$ cat config.mk
export PLATFORM = sky130hd
export DESIGN_NAME = kernel_merge3_rr
export DESIGN_NICKNAME = d
export VERILOG_FILES = /design/src/rtl/kernel_merge3_rr.sv
export SDC_FILE = /design/constraint.sdc
export NUM_CORES = 1
export LEC_CHECK = 0
export ABC_AREA = 0
export BUFFER_PORTS_ARGS = -buffer_cell sky130_fd_sc_hd__buf_2
export CAP_MARGIN = 20
export CORE_MARGIN = 2
export CORE_UTILIZATION = 30
export DETAILED_ROUTE_END_ITERATION = 16
export PLACE_DENSITY = 0.56
export SYNTH_ARGS = -nofsm -noshare
export SYNTH_HDL_FRONTEND = slang
export SYNTH_SLANG_ARGS = --single-unit
$ cat constraint.sdc
create_clock -name clk -period 2.8 [get_ports clk]
set_input_delay 0.14 -clock clk [delete_from_list [all_inputs] [get_ports clk]]
set_output_delay 0.14 -clock clk [all_outputs]
set_load 0.02 [all_outputs]
$ cat src/rtl/kernel_merge3_rr.sv
// rtl/kernel_merge3_rr.sv - three-way round-robin burst merge of FIFO streams (optional MERGE3_TAG_EN source tag)
module kernel_merge3_rr #(
   parameter int WIDTH = 16,
   parameter int BURST = 1
) (
   input  logic             clk,
   input  logic             rst,
   input  logic [WIDTH-1:0] input_S1,
   input  logic             avail_S1,
   output logic             read_S1,
   input  logic [WIDTH-1:0] input_S2,
   input  logic             avail_S2,
   output logic             read_S2,
   input  logic [WIDTH-1:0] input_S3,
   input  logic             avail_S3,
   output logic             read_S3,
   output logic [WIDTH-1:0] output_S4,
   output logic             write_S4,
   input  logic             full_S4,
`ifdef MERGE3_TAG_EN
   output logic [1:0]       output_tag_S4,
`endif
   output logic             running
);

   typedef enum logic [1:0] {
      ST_ARB  = 2'd1,
      ST_EMIT = 2'd2
   } state_t;

   localparam logic [7:0] BURST_W = 8'(BURST);

   state_t           state, state_nx;
   logic [WIDTH-1:0] hold, hold_nx;
   logic [1:0]       cur, cur_nx;
   logic [7:0]       bcnt, bcnt_nx;
   logic             running_nx;
   logic [3:0]       av;
   logic [1:0]       win;
   logic             win_vld;
   logic             burst_go;
   logic [WIDTH-1:0] win_data;
   logic [2:0]       rd;

   // Bit 3 pads the vector so a 2-bit source index never reads out of range.
   assign av = {1'b0, avail_S3, avail_S2, avail_S1};

   function automatic logic [1:0] next_src(input logic [1:0] s);
      return (s == 2'd2) ? 2'd0 : s + 2'd1;
   endfunction

   // Winner selection: keep the current source while its burst is open, otherwise rotate.
   always_comb begin
      win      = cur;
      win_vld  = 1'b0;
      burst_go = (bcnt != 8'd0) && (bcnt < BURST_W) && av[cur];
      if (burst_go) begin
         win     = cur;
         win_vld = 1'b1;
      end else if (av[next_src(cur)]) begin
         win     = next_src(cur);
         win_vld = 1'b1;
      end else if (av[next_src(next_src(cur))]) begin
         win     = next_src(next_src(cur));
         win_vld = 1'b1;
      end else if (av[cur]) begin
         win     = cur;
         win_vld = 1'b1;
      end
   end

   // Data mux for the selected source.
   always_comb begin
      case (win)
         2'd0:    win_data = input_S1;
         2'd1:    win_data = input_S2;
         default: win_data = input_S3;
      endcase
   end

   // Next-state and handshake outputs; reads and writes are masked while in reset.
   always_comb begin
      state_nx   = state;
      hold_nx    = hold;
      cur_nx     = cur;
      bcnt_nx    = bcnt;
      running_nx = 1'b1;
      rd         = 3'b000;
      write_S4   = 1'b0;
      case (state)
         ST_ARB: begin
            if (win_vld) begin
               rd       = 3'(3'b001 << win) & {3{rst}};
               hold_nx  = win_data;
               cur_nx   = win;
               state_nx = ST_EMIT;
               bcnt_nx  = burst_go ? bcnt + 8'd1 : 8'd1;
            end else begin
               running_nx = 1'b0;
               bcnt_nx    = 8'd0;
            end
         end
         ST_EMIT: begin
            write_S4 = rst && !full_S4;
            if (!full_S4) begin
               state_nx = ST_ARB;
               if (bcnt == BURST_W) bcnt_nx = 8'd0;
            end
         end
         default: state_nx = ST_ARB;
      endcase
   end

   assign read_S1   = rd[0];
   assign read_S2   = rd[1];
   assign read_S3   = rd[2];
   assign output_S4 = hold;

   // State register; reset hands first priority to S1 by parking cur on S3.
   always_ff @(posedge clk or negedge rst) begin
      if (!rst) begin
         state   <= ST_ARB;
         hold    <= '0;
         cur     <= 2'd2;
         bcnt    <= 8'd0;
         running <= 1'b1;
      end else begin
         state   <= state_nx;
         hold    <= hold_nx;
         cur     <= cur_nx;
         bcnt    <= bcnt_nx;
         running <= running_nx;
      end
   end

`ifdef MERGE3_TAG_EN
   logic [1:0] tag_q;

   // Source index captured alongside hold.
   always_ff @(posedge clk or negedge rst) begin
      if (!rst) begin
         tag_q <= 2'd0;
      end else if (state == ST_ARB && win_vld) begin
         tag_q <= win;
      end
   end

   assign output_tag_S4 = tag_q;
`endif

endmodule

Word level (Yosys, flattened, before mapping)

Index checks and enable logic that the tools add are counted.

Reductions and logical operators: 10
Add/subtract/negate cells: 3
Mux-type cells: 29
Shift operators: 1
Bitwise logic cells: 1
Order comparisons: 4
Equality and inequality tests: 9

Operator list:

| kind                                               | number |
|---|---|
| 2-to-1 mux 8 bit                                   | 4 |
| one-hot mux 16 bit (2 select lines)                | 1 |
| one-hot mux 8 bit (2 select lines)                 | 1 |
| 2-to-1 mux 2 bit                                   | 7 |
| 2-to-1 mux 1 bit                                   | 10 |
| < comparator 2 x 3 -> 1 bit, second input constant | 3 |
| adder 8 x 1 -> 8 bit, second input constant        | 1 |
| == test 8 x 1 -> 1 bit, second input constant      | 1 |
| < comparator 8 x 1 -> 1 bit, second input constant | 1 |
| nonzero test 8 bit                                 | 1 |
| binary-select mux 1 bit (select 2 bit)             | 3 |
| == test 2 bit, second input constant               | 3 |
| 2-to-1 mux 3 bit                                   | 2 |
| != test 2 bit, second input constant               | 3 |
| adder 2 x 1 -> 2 bit, second input constant        | 2 |
| == test 2 x 1 -> 1 bit, second input constant      | 2 |
| one-hot mux 2 bit (2 select lines)                 | 1 |
| AND reduction 2 bit                                | 2 |
| AND 3 bit                                          | 1 |
| logical AND 1 bit                                  | 3 |
| AND reduction 3 bit                                | 1 |
| left shift 1 x 2 -> 3 bit, first input constant    | 1 |
| zero test 2 bit                                    | 1 |
| nonzero test 2 bit                                 | 1 |
| zero test 1 bit                                    | 1 |

Flip-flop bits (word level): 29
Word-level logic and storage cells: 62

Depth between registers and ports, before layout

Gate-level depths: netlist of the first run.

Word-level depth: 13
Mapped depth: 9
Mapped depth without buffers: 6

Worst setup path before layout of the first run

OpenSTA, ideal clock, no wires.

Kind: register to output
Start point: register cur[1]
End point: output port read_S1
Cell stages (with the launch flop): 8
Data required time: 2.660 ns
Arrival: 2.301 ns
Path slack: 0.359 ns
Cell sequence: dfstp_2 -> buf_2 -> mux2i_1 -> o22a_1 -> o221a_1 -> buf_6 -> or2_2 -> nor4bb_1

Cells in the longest elaborated chain, start to end: 13
Elaborated cells on any way between the ends: 24

Ends and longest elaborated chain:

| what                                                         | RTL line | source |
|---|---|---|
| start: declaration                                           | 35       | `logic [1:0] cur, cur_nx;` |
| start signal: assignment                                     | 130      | `cur <= cur_nx;` |
| adder 2 x 1 -> 2 bit / == test 2 bit (equally long branches) | 49       | `return (s == 2'd2) ? 2'd0 : s + 2'd1;` |
| 2-to-1 mux 2 bit                                             | 49       |  |
| adder 2 x 1 -> 2 bit / == test 2 bit (equally long branches) | 49       |  |
| 2-to-1 mux 2 bit                                             | 49       |  |
| binary-select mux 1 bit (select 2 bit)                       | 63       | `end else if (av[next_src(next_src(cur))]) begin` |
| 2-to-1 mux 1 bit (implied by the code)                       | 63       |  |
| 2-to-1 mux 2 bit                                             | 63       |  |
| 2-to-1 mux 2 bit                                             | 60       | `end else if (av[next_src(cur)]) begin` |
| 2-to-1 mux 2 bit                                             | 57       | `if (burst_go) begin` |
| left shift 1 x 2 -> 3 bit                                    | 93       | `rd = 3'(3'b001 << win) & {3{rst}};` |
| AND 3 bit                                                    | 93       |  |
| 2-to-1 mux 3 bit (*)                                         | 92       | `if (win_vld) begin` |
| 2-to-1 mux 3 bit (*)                                         | 90       | `case (state)` |
| end: declaration                                             | 10       | `output logic read_S1,` |

Mark *: on every way between the ends. The rest lies on a longest branch, timed or not. The select of a mux whose other input is x is not followed.

Final worst setup path of the first run

Start point: register bcnt[0]
End point: output port read_S1

Cells in the longest elaborated chain, start to end: 8
Elaborated cells on any way between the ends: 10

Ends and longest elaborated chain:

| what                                                                     | RTL line | source |
|---|---|---|
| start: declaration                                                       | 36       | `logic [7:0] bcnt, bcnt_nx;` |
| start signal: assignment                                                 | 131      | `bcnt <= bcnt_nx;` |
| < comparator 8 x 1 -> 1 bit / nonzero test 8 bit (equally long branches) | 56       | `burst_go = (bcnt != 8'd0) && (bcnt < BURST_W) && av[cur];` |
| logical AND 1 bit (*) (2 in series)                                      | 56       |  |
| 2-to-1 mux 2 bit                                                         | 57       |  |
| left shift 1 x 2 -> 3 bit                                                | 93       |  |
| AND 3 bit                                                                | 93       |  |
| 2-to-1 mux 3 bit (*)                                                     | 92       |  |
| 2-to-1 mux 3 bit (*)                                                     | 90       |  |

Mark *: on every way between the ends. The rest lies on a longest branch, timed or not.

==> results of run 1 <==
critical path, stage by stage (launching register included):
cell and delay [ps]:
dfrtp_1 420, inv_1 120, ha_1 200, nand4b_2 290, o221a_4 350, or2_2 320, nor4bb_1 280, buf_2 220
placed cells by master (no fill, tap or decap), drive strengths merged, types with 3 or more instances in the layout:
cell type  count
buf           85
mux2i         33
o211ai        33
dfrtp         26
nand2         24
mux2          16
nor2          12
clkbuf         6
inv            5
o21ai          4
ha             4
a21oi          3
nor2b          3
nand3          3
dfstp          3
logic make-up (layout without fill, tap and decap cells):
| kind of cell | Yosys count | count (layout) | share of synthesized area [%] |
|---|---|---|---|
| buffers and inverters | 21 | 99 | 5.444 |
| muxes | 49 | 49 | 24.14 |
| and+or+nand+nor | 56 | 56 | 13.67 |
| adders and majority gates | 4 | 4 | 2.367 |
| AOI/OAI and AO/OA | 51 | 51 | 19.88 |
| DFF | 29 | 29 | 34.50 |
area by class of cell:
class | instances | share of cell area [%]
clock buffers | 6 | 3.012
clock inverters | 2 | 1.369
inverters | 5 | 0.6846
multi-input cells | 160 | 47.06
flip-flops and latches | 29 | 26.61
well taps | 96 | 4.382
repair buffers | 86 | 16.89
through the flow:
step / instances / hold WS [ps] / area [um^2] / setup WS (ps)
2_1_floorplan: 210 / -155.6 / 2115 / 359.3
3_3_place_gp: 375 / 184.4 / 2603 / 345.5
3_5_place_dp: 375 / 187.8 / 2603 / 262.6
4_1_cts: 384 / 23.70 / 2733 / 66.37
5_1_grt: 384 / 36.01 / 2741 / 22.40
6_report: 384 / 28.38 / 2741 / 184.4
power by group:
group	internal (W)	switching [W]
registers	0.000600	0.000118
logic	0.000704	0.000947
clock network	0.000289	0.000169
per-layer routing:
metal  vias up  wire [um]  global-route usage [%]
met5         -          0                       0
met4         0         56                   4.895
met3         4        330                   3.959
met2        59       2605                   23.90
met1       851       2492                   18.52
li1        934          -                       -
state kept, by name, indices dropped and copies added (netlist names):
register and count:
state 2, bcnt 8, running 1, cur 2, output_S4 16
what timing repair did:
item                       CTS  global route
gates resized for setup      0             2
setup endpoints to repair    0             1
hold buffers                 1             0
hold endpoints to repair    26             0
worst paths after layout:
path | from | to | slack, ps | depth (start not counted)
min reg2reg | output_S4[7] | output_S4[7] | 490 | 2
max reg2reg | bcnt[0] | output_S4[0] | 380 | 6
max in group asynchronous | rst | running | 2080 | 3
min in group asynchronous | rst | output_S4[6] | 390 | 3
max | bcnt[0] | read_S1 | 180 | 7
min | full_S4 | state[0] | 30 | 2
==> reports/qor.txt, run 1 <==
Die W -> 87.96 um
Max Clock Freq -> 382.3 MHz
Detailed Route Iter0 Violations -> 64
Avg Inst Size Synth -> 10.07 um^2
CTS max path bufs -> 2
flops & latches, synth -> 29
Power, Total -> 0.002827 W
DR vias/cell -> 4.813
CP arrival -> 2480 ps
Final Slew Violations -> 0
Slew headroom -> 50.56%
final core occ -> 40.35%
number of synthesized flops with an enable pin -> 0
Worst-Margin Slew -> 741.6 ps
RSZ-0062 raised after global routing -> no
die area -> 7736 um^2
Post-CTS Setup Inserts -> 0
effective utilization at floorplan -> 31.12%
Startpoint Class -> register
port bufs -> 74
core area -> 6794 um^2
Synth top area share -> 30.77%
ANT cells -> 0
WL per Instance -> 14.28 um
Crit Path Class -> reg -> out
layout net count -> 345
Synth area leaders -> dfrtp_1 (31%), mux2i_1 (16%), mux2_2 (8.5%), o211ai_1 (8.5%), o211ai_2 (5.3%)
antenna violations before repair -> 0
final antenna-violating net count -> 0
Post-synth top cells -> mux2i_1 (33), dfrtp_1 (26), nand2_1 (24), o211ai_1 (24), mux2_2 (16)
DRT Pass-1 Iters -> 4
Residual DRC -> 0
final setup TNS -> 0 ps
total track usage -> 14.55%
register area -> 729.5 um^2
clk_lat worst skew -> 280 ps
final setup violation count -> 0
asr flop ratio synth -> 100.0%
syn_nets -> 268
top-count cell post-synth -> mux2i_1
crit end category -> output port
top_reg_cell synth -> dfrtp_1
leakage -> 1.297 nW
DR vias -> 1848
crit path time final -> 2616 ps
max_cap viols -> 0
vias in the first global route -> 1859
status -> completed
Min-Delay Path Class -> in -> reg
fraction of layout cells with a size suffix above 1 -> 44.79%
total routed wirelength -> 5.484 mm
CTS Buf Count -> 5
Syn. warnings -> 0
worst vdd ir -> 0.0003276 V
global-route wire length before repair -> 8.714 mm
largest net degree at the start of global routing -> 32
Fill cells -> 689
CP max FO -> 10
Final GP Congestion -> 0.7631
Synth-to-Final Area Change -> 29.65%
H-Tree Depth -> 2
mapped cell area -> 2115 um^2
Clock Sinks -> 29
Top Ports -> 75
register area share after synthesis -> 34.50%
grt ovf -> 0
CP required -> 2660 ps
P per Cell Area -> 1031 nW/um^2
area leader, netlist -> dfrtp_1
Final period util -> 93.41%
root buffer cell -> clkbuf_8
final hold vios -> 0
skew final -> 5.460 ps
Netlist cell types -> 41
Final HPWL DP -> 4.020 mm
Std-Cell Rows -> 30
Die H -> 87.96 um
CTS tree -> built
clk slew on worst S/H paths -> 70 ps
area of the multi-input gates -> 1290 um^2
Mapped Cells -> 210
Note: power is estimated with default switching activity, not from simulation.
==> inputs of run 2 (changes only) <==
Settings changed: CORE_UTILIZATION 30 to 29, PLACE_DENSITY 0.56 to 0.54.
Clock period 2.8 ns to 2.7 ns, I/O delays scaled along.
==> run 2 against run 1 <==
Against the previous run: register-to-register slack worse by 130 ps; power is 0.20% higher; via count is 2.8% higher; sequential power is 4.6% higher; global-route usage is 0.67 points higher; combinational power is 5% higher; clock power is 26% lower; final area is 1.2% lower; critical path type unchanged; largest cell class unchanged; largest power group unchanged; highest routed layer unchanged.
==> reports/qor.txt, run 2 (same netlist as run 1, synthesis figures left out) <==
worst path buffer plus inverter count -> 1 (-1)
most frequent cells in the layout -> buf_2 (74), mux2i_1 (33), dfrtp_1 (26)
WHS Endpoint -> state[0]
hold_ws -> 26.93 ps (-1.450 ps)
Final Slew Violations -> 0 (unchanged)
Slew headroom -> 43.41% (-7.2 points)
crit path time final -> 2531 ps
layout net count -> 346 (+0.29%)
CP required -> 2570 ps (-90 ps)
Final GP Congestion -> 0.7866 (+3.1%)
Worst-Margin Slew -> 848.9 ps (+107.3 ps)
combinational fraction of design power -> 61.5% (+3.1 points)
skew final -> 5.350 ps (-0.1099 ps)
Slowest cell on crit path -> dfrtp_1
final antenna-violating net count -> 0 (unchanged)
post-layout instance area -> 2709 um^2 (-1.2%)
hold depth -> 2 (unchanged)
status -> completed
setup slack, reg-to-reg -> 250 ps (-130 ps)
vias in the first global route -> 1867 (+0.43%)
CTS max path bufs -> 2 (unchanged)
CP arrival -> 2400 ps (-80 ps)
Startpoint Class -> register
Max Clock Freq -> 395.1 MHz
clock share of power -> 12.0% (-4.2 points)
worst vdd ir -> 0.0002870 V (-12%)
CTS tree -> built
Placed Area -> 2597 um^2 (-0.19%)
sequential cell fraction of total power -> 26.5% (+1.1 points)
crit path from -> bcnt[2]
clk slew on worst S/H paths -> 60 ps (about the same)
CP max FO -> 10 (unchanged)
crit path cell chain -> nor4_4 > nand4b_2 > o221a_4 > or2_2 > nor4bb_1 > buf_2
Worst path max stage delay -> 430 ps (about the same)
final setup TNS -> 0 ps (unchanged)
Switching Fraction -> 45.50% (+1.8 points)
Top Ports -> 75 (unchanged)
core area -> 7137 um^2 (+5.0%)
global-route wire length before repair -> 9.128 mm (+4.8%)
Worst Hold Launch -> full_S4
ANT cells -> 0 (unchanged)
R2R depth -> 5 (-1)
DR vias/cell -> 4.897 (+1.8%)
DP Cell Count -> 378 (+0.80%)
port bufs -> 74 (unchanged)
CTS Buf Count -> 5 (unchanged)
Die H -> 89.39 um (+1.6%)
root buffer cell -> clkbuf_8
die area -> 7991 um^2 (+3.3%)
reg2reg start -> bcnt[2]
largest net degree at the start of global routing -> 31 (-3.1%)
Clock Sinks -> 29 (unchanged)
worst slack, placed -> 166.7 ps (-95.87 ps)
Die W -> 89.39 um (+1.6%)
max_cap viols -> 0 (unchanged)
Detailed Route Iter0 Violations -> 58 (-9.4%)
Min-Delay Path Class -> in -> reg
Residual DRC -> 0 (unchanged)
switching power -> 0.001289 W (+4.4%)
CP delay by family, top -> simple AND/OR/NAND/NOR gates
Final period util -> 93.73%
final hold vios -> 0 (unchanged)
P per Cell Area -> 1046 nW/um^2 (+1.4%)
total routed wirelength -> 5.811 mm (+6.0%)
grt ovf -> 0 (unchanged)
RSZ-0062 raised after global routing -> no
antenna violations before repair -> 0 (unchanged)
H-Tree Depth -> 2 (unchanged)
total track usage -> 15.23% (+0.67 points)
Final WS setup -> 169.2 ps (-15.16 ps)
Final HPWL DP -> 4.330 mm (+7.7%)
max reg flops -> 16 (unchanged)
Synth-to-Final Area Change -> 28.11%
leakage -> 1.283 nW (-1.1%)
clk_lat worst skew -> 280 ps (about the same)
DR vias -> 1900 (+2.8%)
WL per Instance -> 14.98 um (+4.9%)
final non-filler cell total -> 388 (+1.0%)
Worst R2R End -> output_S4[3]
final setup violation count -> 0 (unchanged)
DRT Pass-1 Iters -> 4 (unchanged)
Std-Cell Rows -> 31 (+3.3%)
Crit Path Class -> reg -> out
effective utilization at floorplan -> 29.63% (-1.5 points)
Pint -> 0.001543 W (-3.1%)
crit end category -> output port
fraction of layout cells with a size suffix above 1 -> 43.94% (-0.85 points)
most common cell after layout, fill and taps aside -> buf_2
[run 2: final cells by class]
| class | instances | area [um^2] |
|---|---|---|
| fill | 780 | 4428 |
| multi-input combinational | 160 | 1286 |
| sequential | 29 | 729.5 |
| timing repair buffer | 87 | 470.5 |
| tap | 99 | 123.9 |
| clock buffer | 8 | 80.08 |
| inverter | 5 | 18.77 |
[run 2: timing repair]
action	in CTS	in global routing
endpoints found under the hold margin	26	0
resized for setup	0	3
hold buffers	1	0
buffers inserted	0	1
setup endpoints to repair	0	8
[run 2: metal layers]
metal	vias to the layer above	GRT usage, %	part of all wire (%)
li1	935	-	-
met5	-	0	0
met1	911	20.01	45
met4	0	4.885	1.3
met3	6	4.432	6.2
met2	48	24.11	48
[run 2: worst max path at each step]
| stage | slack [ps] | to | cells past startpoint |
|---|---|---|---|
| final | 170 | read_S1 | 6 |
| after global routing | 40 | read_S1 | 7 |
| after CTS | 60 | read_S1 | 7 |
| after detailed placement | 170 | output_S4[3] | 5 |
| after global placement | 230 | output_S4[13] | 6 |
| after floorplan | 260 | read_S1 | 7 |
[run 2: through the flow]
stage | total power, W | util [%]
after CTS | 0.002836 | 37.66
after detailed placement | 0.002485 | 36.40
after global routing | 0.003069 | 37.96
final | 0.002832 | 37.96
after global placement | 0.002454 | 36.40
after floorplan | 0.002020 | -
[run 2: power by group through the flow]
stage | logic [W] | registers, W | clock network [W]
5_1_grt | 0.00192 | 0.000777 | 0.000376
3_5_place_dp | 0.00173 | 0.000755 | 0
4_1_cts | 0.00173 | 0.000753 | 0.000354
3_3_place_gp | 0.00169 | 0.000761 | 0
6_report | 0.00174 | 0.000751 | 0.000340
2_1_floorplan | 0.00116 | 0.000859 | 0
==> inputs of run 3 (changes only) <==
Settings changed: CORE_UTILIZATION 29 to 45, PLACE_DENSITY 0.54 to 0.76.
==> run 3 against run 2 <==
Against the previous run: final area shrank 2.9%; critical path depth is 1 higher; cell count shrank 13%; global-route usage increased by 6.1 points; largest power group unchanged; highest routed layer unchanged; non-clock buffer count shrank 2; setup slack got worse by 9.6 ps; first-iteration DRC count grew 67%; wire length is 11% lower; combinational power is 5% lower; largest cell class unchanged; clock skew rose by 0.98 ps; die area is 34% lower; via count up 0.89%.
==> reports/qor.txt, run 3 (same netlist as run 1, synthesis figures left out) <==
WL per Instance -> 15.23 um (+1.7%)
status -> completed
CP required -> 2570 ps (about the same)
crit path time final -> 2540 ps (+9.587 ps)
vias in the first global route -> 1866 (-0.054%)
antenna violations before repair -> 0 (unchanged)
largest net degree at the start of global routing -> 27 (-13%)
Slowest cell on crit path -> dfrtp_1
max_cap viols -> 0 (unchanged)
WHS Endpoint -> state[0]
Top Ports -> 75 (unchanged)
Worst path max stage delay -> 410 ps (-20 ps)
DR vias -> 1917 (+0.89%)
max reg flops -> 16 (unchanged)
Fill cells -> 412 (-47%)
final setup violation count -> 0 (unchanged)
Die H -> 72.55 um (-19%)
core area -> 4444 um^2 (-38%)
post-layout instance area -> 2631 um^2 (-2.9%)
total routed wirelength -> 5.163 mm (-11%)
Final GP Congestion -> 0.8050 (+2.3%)
P per Cell Area -> 1062 nW/um^2 (+1.5%)
R2R depth -> 6 (+1)
Final HPWL DP -> 3.832 mm (-11%)
Final period util -> 94.09% (+0.36 points)
effective utilization at floorplan -> 47.58% (+18 points)
CTS Buf Count -> 5 (unchanged)
final hold vios -> 0 (unchanged)
skew final -> 6.333 ps (+0.9833 ps)
CP max FO -> 5 (-5)
worst vdd ir -> 0.0005280 V (+84%)
ANT cells -> 0 (unchanged)
Worst Hold Launch -> full_S4
RSZ-0062 raised after global routing -> no
Std-Cell Rows -> 24 (-23%)
worst slack, placed -> 353.0 ps (+186.3 ps)
CTS tree -> built
leakage -> 1.273 nW (-0.77%)
most frequent cells in the layout -> buf_2 (74), mux2i_1 (33), dfrtp_1 (26)
H-Tree Depth -> 2 (unchanged)
grt ovf -> 0 (unchanged)
final setup TNS -> 0 ps (unchanged)
Detailed Route Iter0 Violations -> 97 (+67%)
fraction of layout cells with a size suffix above 1 -> 43.55% (-0.39 points)
Worst R2R End -> output_S4[15]
port bufs -> 74 (unchanged)
Synth-to-Final Area Change -> 24.44%
Max Clock Freq -> 393.6 MHz (-0.38%)
DRT Pass-1 Iters -> 4 (unchanged)
Final WS setup -> 159.7 ps (-9.587 ps)
global-route wire length before repair -> 8.756 mm (-4.1%)
Crit Path Class -> reg -> out
post-cts repair resize count -> 0 (unchanged)
DR vias/cell -> 5.655 (+15%)
setup slack, reg-to-reg -> 330 ps (+80 ps)
Placed Area -> 2531 um^2 (-2.6%)
most common cell after layout, fill and taps aside -> buf_2
layout net count -> 344 (-0.58%)
reg2reg start -> bcnt[0]
crit path cell chain -> inv_1 > ha_1 > nand4b_2 > o221a_1 > or2_2 > nor4bb_1 > buf_2
root buffer cell -> clkbuf_8
Clock Sinks -> 29 (unchanged)
clk_lat worst skew -> 280 ps (about the same)
CTS max path bufs -> 2 (unchanged)
Slew headroom -> 47.33% (+3.9 points)
Worst-Margin Slew -> 790.0 ps (-58.94 ps)
Power, Total -> 0.002794 W (-1.4%)
Final Slew Violations -> 0 (unchanged)
Startpoint Class -> register
die area -> 5264 um^2 (-34%)
Residual DRC -> 0 (unchanged)
hold depth -> 2 (unchanged)
total track usage -> 21.35% (+6.1 points)
Die W -> 72.55 um (-19%)
CP arrival -> 2410 ps (about the same)
final antenna-violating net count -> 0 (unchanged)
crit end category -> output port
clk slew on worst S/H paths -> 60 ps (about the same)
Min-Delay Path Class -> in -> reg
run 3: final cells by class:
type / count / area (um^2) / area share, %
Clock buffer: 8 / 90.09 / 3.424
Inverter: 5 / 18.77 / 0.7133
Multi-Input combinational cell: 160 / 1272 / 48.36
Sequential cell: 29 / 729.5 / 27.72
Tap cell: 52 / 65.06 / 2.473
Timing Repair Buffer: 85 / 455.4 / 17.31
run 3: worst max-delay path, delay by kind of cell, from the launching register on:
kind	cells	cell delay, ps
AOI/OAI and AO/OA	1	320
adders and majority gates	1	200
buffers and inverters	2	330
DFF	1	410
and+or+nand+nor	3	870
run 3: metal layers:
layer,up-vias,GRT usage [%],part of all wire (%)
li1,929,-,-
met1,917,30.49,47
met2,65,32.73,45
met3,6,3.611,6.1
met4,0,7.407,1.4
met5,-,0,0
run 3: timing repair:
| item | in CTS | in global routing |
|---|---|---|
| setup buffers | 0 | 0 |
| hold endpoints to repair | 28 | 0 |
| hold buffers | 1 | 0 |
| setup endpoints to repair | 0 | 0 |
run 3: how the worst max path moves through the flow:
stage | to | slack, ps | startpoint
6_report | read_S1 | 160 | bcnt[0]
5_1_grt | read_S1 | 80 | bcnt[0]
4_1_cts | read_S1 | 190 | bcnt[0]
3_5_place_dp | output_S4[3] | 350 | bcnt[0]
3_3_place_gp | output_S4[14] | 410 | bcnt[0]
2_1_floorplan | read_S1 | 260 | cur[1]
run 3: per-stage QoR:
step                      hold WS, ps  utilization [%]  cells
after floorplan                -160.6                -    210
after global placement         -37.02            56.95    330
after CTS                       20.76            59.21    339
final                           24.96            59.21    339
after global routing            33.42            59.21    339
after detailed placement       -36.76            56.95    330
run 3: power breakdown:
part	total, W	leakage, nW	switching, W	internal (W)
Combinational	0.00166	0.865	0.000949	0.000713
Clock	0.000372	0.0455	0.000164	0.000208
Sequential	0.000760	0.363	0.000138	0.000622
